$ cat config.mk
export PLATFORM = sky130hd
export DESIGN_NAME = seq_multiplier
export DESIGN_NICKNAME = d
export VERILOG_FILES = /design/src/rtl/seq_multiplier.sv
export SDC_FILE = /design/constraint.sdc
export NUM_CORES = 1
export LEC_CHECK = 0
export CAP_MARGIN = 30
export CORE_MARGIN = 8
export CORE_UTILIZATION = 50
export CTS_BUF_LIST = sky130_fd_sc_hd__clkbuf_8 sky130_fd_sc_hd__clkbuf_16
export DETAILED_ROUTE_END_ITERATION = 10
export HOLD_SLACK_MARGIN = 0.03
export MAX_ROUTING_LAYER = met4
export PLACE_DENSITY = 0.71
export REMOVE_ABC_BUFFERS = 1
export SLEW_MARGIN = 20
export SYNTH_ARGS = -nofsm -noshare
export SYNTH_HDL_FRONTEND = slang
export SYNTH_SLANG_ARGS = --single-unit
$ cat constraint.sdc
create_clock -name clk -period 21.6 [get_ports clk]
set_clock_uncertainty 0.1 [all_clocks]
set_input_delay 5.4 -clock clk [delete_from_list [all_inputs] [get_ports clk]]
set_output_delay 5.4 -clock clk [all_outputs]
set_load 0.05 [all_outputs]
$ cat src/rtl/seq_multiplier.sv
`default_nettype none
// +---------------------------------------------------------------------------+
// | seq_multiplier: unsigned shift-and-add multiplier, WIDTH cycles per job   |
// | Revision: 1.0                                                             |
// +---------------------------------------------------------------------------+
module seq_multiplier #(
  parameter int WIDTH = 32
) (
  input  logic             clk,
  input  logic             reset,
  input  logic             start,
  input  logic [WIDTH-1:0] a,
  input  logic [WIDTH-1:0] b,
  output logic             busy,
  output logic             done,
  output logic [WIDTH-1:0] product_lo,
  output logic [WIDTH-1:0] product_hi,
  output logic             ovf
);

  localparam int CNT_W = $clog2(WIDTH + 1);

  typedef enum logic [1:0] {
    IDLE = 2'd0,
    RUN  = 2'd1,
    DONE = 2'd2
  } state_t;

  state_t               r_state;
  state_t               w_next;
  logic [2*WIDTH-1:0]   r_mcand;
  logic [2*WIDTH-1:0]   r_acc;
  logic [2*WIDTH-1:0]   w_acc_sum;
  logic [WIDTH-1:0]     r_mplier;
  logic [CNT_W-1:0]     r_count;
  logic                 w_last;

  assign w_last    = (r_count == CNT_W'(WIDTH - 1));
  assign w_acc_sum = r_mplier[0] ? (r_acc + r_mcand) : r_acc;

  // Status flags decode straight from state so reset clears them at once.
  assign busy = (r_state == RUN);
  assign done = (r_state == DONE);

  always_comb begin
    w_next = r_state;
    case (r_state)
      IDLE:    if (start) w_next = RUN;
      RUN:     if (w_last) w_next = DONE;
      DONE:    w_next = IDLE;
      default: w_next = IDLE;
    endcase
  end

  always_ff @(posedge clk or posedge reset) begin
    if (reset) begin
      r_state    <= IDLE;
      r_mcand    <= '0;
      r_mplier   <= '0;
      r_acc      <= '0;
      r_count    <= '0;
      product_lo <= '0;
      product_hi <= '0;
      ovf        <= 1'b0;
    end else begin
      r_state <= w_next;
      case (r_state)
        IDLE: begin
          if (start) begin
            r_mcand  <= {{WIDTH{1'b0}}, a};
            r_mplier <= b;
            r_acc    <= '0;
            r_count  <= '0;
          end
        end
        RUN: begin
          r_acc    <= w_acc_sum;
          r_mcand  <= r_mcand << 1;
          r_mplier <= r_mplier >> 1;
          r_count  <= r_count + CNT_W'(1);
          // Result registers only move on the final iteration.
          if (w_last) begin
            {product_hi, product_lo} <= w_acc_sum;
            ovf                      <= |w_acc_sum[2*WIDTH-1:WIDTH];
          end
        end
        default: ;
      endcase
    end
  end

endmodule
`default_nettype wire

Yosys cells after proc, flatten, opt, wreduce, memory -nomap -nowiden
Cells that the tools add are included.

Register bits: 233. Input port bits: 67. Output and inout bits: 67. Logic and storage cells: 33.

Add/subtract/negate cells: 2. Eq/ne operators: 5. Muxes and demuxes: 12. Reductions and logical operators: 6.

Operator list (number): $pmux 64 s2 (2); $mux 64 (3); $add 64x64->64 (1); $pmux 32 s2 (1); $mux 32 (1); $reduce_or 32->1 (1); $pmux 6 s2 (1); $add 6x1->6 const B (1); $eq 6x5->1 const B (1); $mux 6 (1); $reduce_and 2->1 (3); $mux 2 (2); $pmux 2 s2 (1); $eq 2x1->1 const B (1); $eq 2x2->1 const B (1); $logic_not 2->1 (1); $ne 2x1->1 const B (1); $ne 2x2->1 const B (1); $reduce_bool 2->1 (1).

Depth between registers and ports, before layout
Depth in word-level cells: 3. Depth in mapped cells: 14. Gate-level depth less buffers: 14.

Least setup slack after synthesis
Ideal clock, no wire load.

Path kind: register to output. Start point: reg r_state[1]. End point: out busy. Data arrival time: 1.709 ns. Required time: 16.100 ns. Slack: 14.391 ns. Cell stages (with the launch flop): 6. Buffers on the path: 3. Path through: dfrtp_1 -> nand2b_1 -> clkbuf_1 -> inv_1 -> clkbuf_1 -> clkbuf_1.

Word-level cells in the longest chain between the ends: 1.

RTL lines: from (decl) (line 29) `state_t r_state;`; from (signal assigned) (line 66) `r_state <= w_next;`; $eq 2x1->1 (line 42) `assign busy = (r_state == RUN);`; to (decl) (line 14) `output logic busy,`.

No other way between the ends.

Worst setup path after layout
Start point: reg r_state[0]. End point: out busy.

The elaborated chain is that of the path after synthesis.

==> results.toml <==
[finish]
final.fill_count = 2591
area_growth_syn_to_layout_pct = 17.83
antenna_cells_inserted = 0
regArea_um2 = 5837
post_route_cells_drive_above_1_share_pct = 5.078
multi_input_area_um2 = 7951
finalInstanceArea_um2 = 16820
utilization_pct = 59.24
final_net_count = 1846

[clock_network]
cts-hold-fix-buffers = 0
post-cts-setup-buffers = 0
numClockSinks = 233
worst_setup_hold_path_clk_slew_ns = 0.06
cts-buffers-inserted = 26
cts_repair_resize_count = 0
cts_root_buf = "sky130_fd_sc_hd__clkbuf_16"
cts_tree = "done"
ctsLongestPathBuffers = 3
clock_latency_ns = 0.56
htree_levels = 1

[sta]
finalSetupViolCount = 0
worst_pin_slew_ns = 0.9195
final_min_period_over_clock_period_pct = 36.96
worst_slew_margin_rel_pct = 38.13
clock_period_minus_worst_slack_ns = 7.984
finalSetupTns_ns = 0
number_of_hold_violations_in_the_final_report = 0
post-route-worst-setup-slack_ns = 13.62
maxClockFrequency_ghz = 0.1252
setup_repair_after_global_routing_missed_its_margin = "false"
slew_viol_final = 0

[floorplanning]
floorplan.die_area_um2 = 34210
floorplan.die.height_um = 185.0
die_width_um = 185.0
core_area_um2 = 28390
io-pin-count = 134
start_util_pct = 50.28
row_count = 62

[hold_path]
hold_class = "flip-flop to flip-flop"

[critical_path]
worstPathCellList = "nand2b_1 -> buf_4 -> inv_2 -> clkdlybuf4s50_1"
critical_path.endpoint_type = "output port"
critical_path_arrival_ns = 2.48
crit_buf_inv = 3
timing.critical_path.slowest_stage_cell = "sky130_fd_sc_hd__clkdlybuf4s50_1"
critical_path.top_delay_family = "buffers and inverters"
crit_path_start_kind = "flip-flop"
critical_path_required_ns = 16.10
cp_max_fo = 45
critical-path-max-stage-delay_ns = 0.72
crit_type = "flip-flop to output port"

[yosys]
ys.warnings.count = 0
most_frequently_used_flop_master_after_synthesis = "sky130_fd_sc_hd__dfrtp_1"
synthArstFlopShare_pct = 100.0
gate_count_of_the_mapped_netlist = 1641
synth-edff-count = 0
syn_avg_cell_area_um2 = 8.699
synth.yosys.seq_area_share_pct = 40.84
synth-seq-cells = 233
synthDistinctLibCells = 71
synth_area_um2 = 14270

[placement]
gp_congestion = 0.9914
dp_hpwl_um = 32460
post-place-ws_ns = 13.27
placed_cell_area_um2 = 15860
placement.io_buffers = 133

[power_and_ir_drop]
cellPowerDensity_nw_per_um2 = 143.5
ir_drop_uv = 97.55
p_leak_nw = 7.435
design_power_total_mw = 2.414

[run_status]
outcome = "finished clean"

[job]
drv_cap = 0

[drt]
avgRoutedWirePerCell_um = 20.99
drt_iter0_markers = 984
drc = 0
viasPerCell = 6.119
final_antenna_net_count = 0
postRouteWirelength_um = 44440
overall_via_count_from_detail_route = 12950
detail_route.first_pass.iterations = 6

[global_route]
all_layer_gr_usage_pct = 26.72
grt_overflow_total = 0
grt_max_degree = 111
grt_pass1_vias = 12760
grt_antenna_before_repair = 0
grt_pass1_wl_um = 70860
==> cells by family (layout without fill, tap and decap cells) <==
kind of cell	after synthesis	count (layout)	synth area share, %
buffers and inverters	130	222	3.559
AND/OR/NAND/NOR	523	523	17.92
adder cells (fa/ha/maj)	65	65	5.750
XOR/XNOR	51	51	3.129
flip-flops	233	233	40.84
AO/OA/AOI/OAI	600	600	26.05
multiplexers	39	39	2.743
==> routing by layer <==
layer	up-vias	GRT usage [%]	share of wire, %
li1	6143	-	-
met1	6365	35.50	45
met2	364	43.01	47
met3	82	2.334	4.2
met4	0	8.387	3.3
met5	-	-	0
==> metrics by stage <==
| step | cells | hold slack, ns |
|---|---|---|
| after floorplan | 1534 | 0.3571 |
| after global placement | 2066 | 0.3587 |
| after detailed placement | 2069 | 0.3623 |
| after CTS | 2116 | 0.3776 |
| after global routing | 2117 | 0.4033 |
| final | 2117 | 0.3744 |
==> Yosys cell counts (all sizes together) (29+ instances only) <==
library cell	n	share of area, %
nand2	231	6.1
dfrtp	233	41
nor2	82	2.2
mux2i	38	2.7
a21oi	159	5.6
clkbuf	87	2.3
xnor2	29	1.8
a22o	57	3.5
and3b	31	1.9
a22oi	31	1.6
ha	64	5.6
nand4	29	1.3
o21ai	217	7.6
nor2b	43	1.9
==> power breakdown <==
group	internal, mW	total (mW)	switching [mW]
clock	0.293	0.484	0.191
sequential	0.589	0.721	0.132
combinational	0.429	1.21	0.780
total	1.31	2.41	1.10
==> cell usage in the layout (no fill, tap or decap), types with 9 or more instances in the layout <==
cell / synthesis / final
sky130_fd_sc_hd__dfrtp_1: 233 / 230
sky130_fd_sc_hd__nand4_1: 29 / 29
sky130_fd_sc_hd__a21o_1: 25 / 25
sky130_fd_sc_hd__o21a_1: 14 / 14
sky130_fd_sc_hd__buf_4: 0 / 15
sky130_fd_sc_hd__xor2_1: 22 / 22
sky130_fd_sc_hd__o21ai_0: 212 / 211
sky130_fd_sc_hd__and3b_1: 31 / 31
sky130_fd_sc_hd__inv_1: 23 / 23
sky130_fd_sc_hd__a31oi_1: 14 / 14
sky130_fd_sc_hd__or3_1: 10 / 10
sky130_fd_sc_hd__a22o_1: 57 / 57
sky130_fd_sc_hd__nor4_1: 10 / 10
sky130_fd_sc_hd__a21oi_1: 157 / 157
sky130_fd_sc_hd__ha_1: 64 / 64
sky130_fd_sc_hd__nor2b_1: 43 / 42
sky130_fd_sc_hd__nand2_1: 231 / 230
sky130_fd_sc_hd__a211oi_1: 9 / 9
sky130_fd_sc_hd__nand3_1: 21 / 21
sky130_fd_sc_hd__nor2_1: 82 / 81
sky130_fd_sc_hd__nor3_1: 21 / 21
sky130_fd_sc_hd__a22oi_1: 31 / 31
sky130_fd_sc_hd__mux2i_1: 38 / 38
sky130_fd_sc_hd__o21bai_1: 11 / 11
sky130_fd_sc_hd__and4_1: 9 / 9
sky130_fd_sc_hd__clkdlybuf4s50_1: 0 / 132
sky130_fd_sc_hd__clkbuf_16: 0 / 26
sky130_fd_sc_hd__xnor2_1: 29 / 29
==> path summary, 6_finish.rpt <==
path	slack, ns	depth (start not counted)	endpoint	start
max	13.62	4	busy	r_state[0]$_DFFE_PP0P_
min	0.37	2	product_hi[22]$_DFFE_PP0P_	product_hi[22]$_DFFE_PP0P_
max reg2reg	17.15	14	ovf$_DFFE_PP0P_	r_mcand[0]$_DFFE_PP0P_
min reg2reg	0.37	2	product_hi[22]$_DFFE_PP0P_	product_hi[22]$_DFFE_PP0P_
max in group asynchronous	14.15	5	r_mplier[0]$_DFFE_PP0P_	reset
min in group asynchronous	5.29	2	product_hi[7]$_DFFE_PP0P_	reset
==> flip-flops by register name, indices dropped and copies added, names as in the netlist <==
signal	flops
r_acc	64
r_mcand	64
product_hi	32
product_lo	32
r_mplier	32
r_count	6
r_state	2
ovf	1
==> worst min-delay path, stage by stage, from the launching register on <==
cell                      delay, ns
sky130_fd_sc_hd__dfrtp_1       0.34
sky130_fd_sc_hd__nand2_1       0.05
sky130_fd_sc_hd__nand2_1       0.05
==> layout make-up <==
type,count,area share (%)
tap,384,2.857
timing repair buffer,152,9.046
sequential,233,34.70
inverter,23,0.5579
multi-input combinational,1278,47.27
clock buffer,30,4.195
clock inverter,17,1.369
Note: power is estimated with default switching activity, not from simulation.
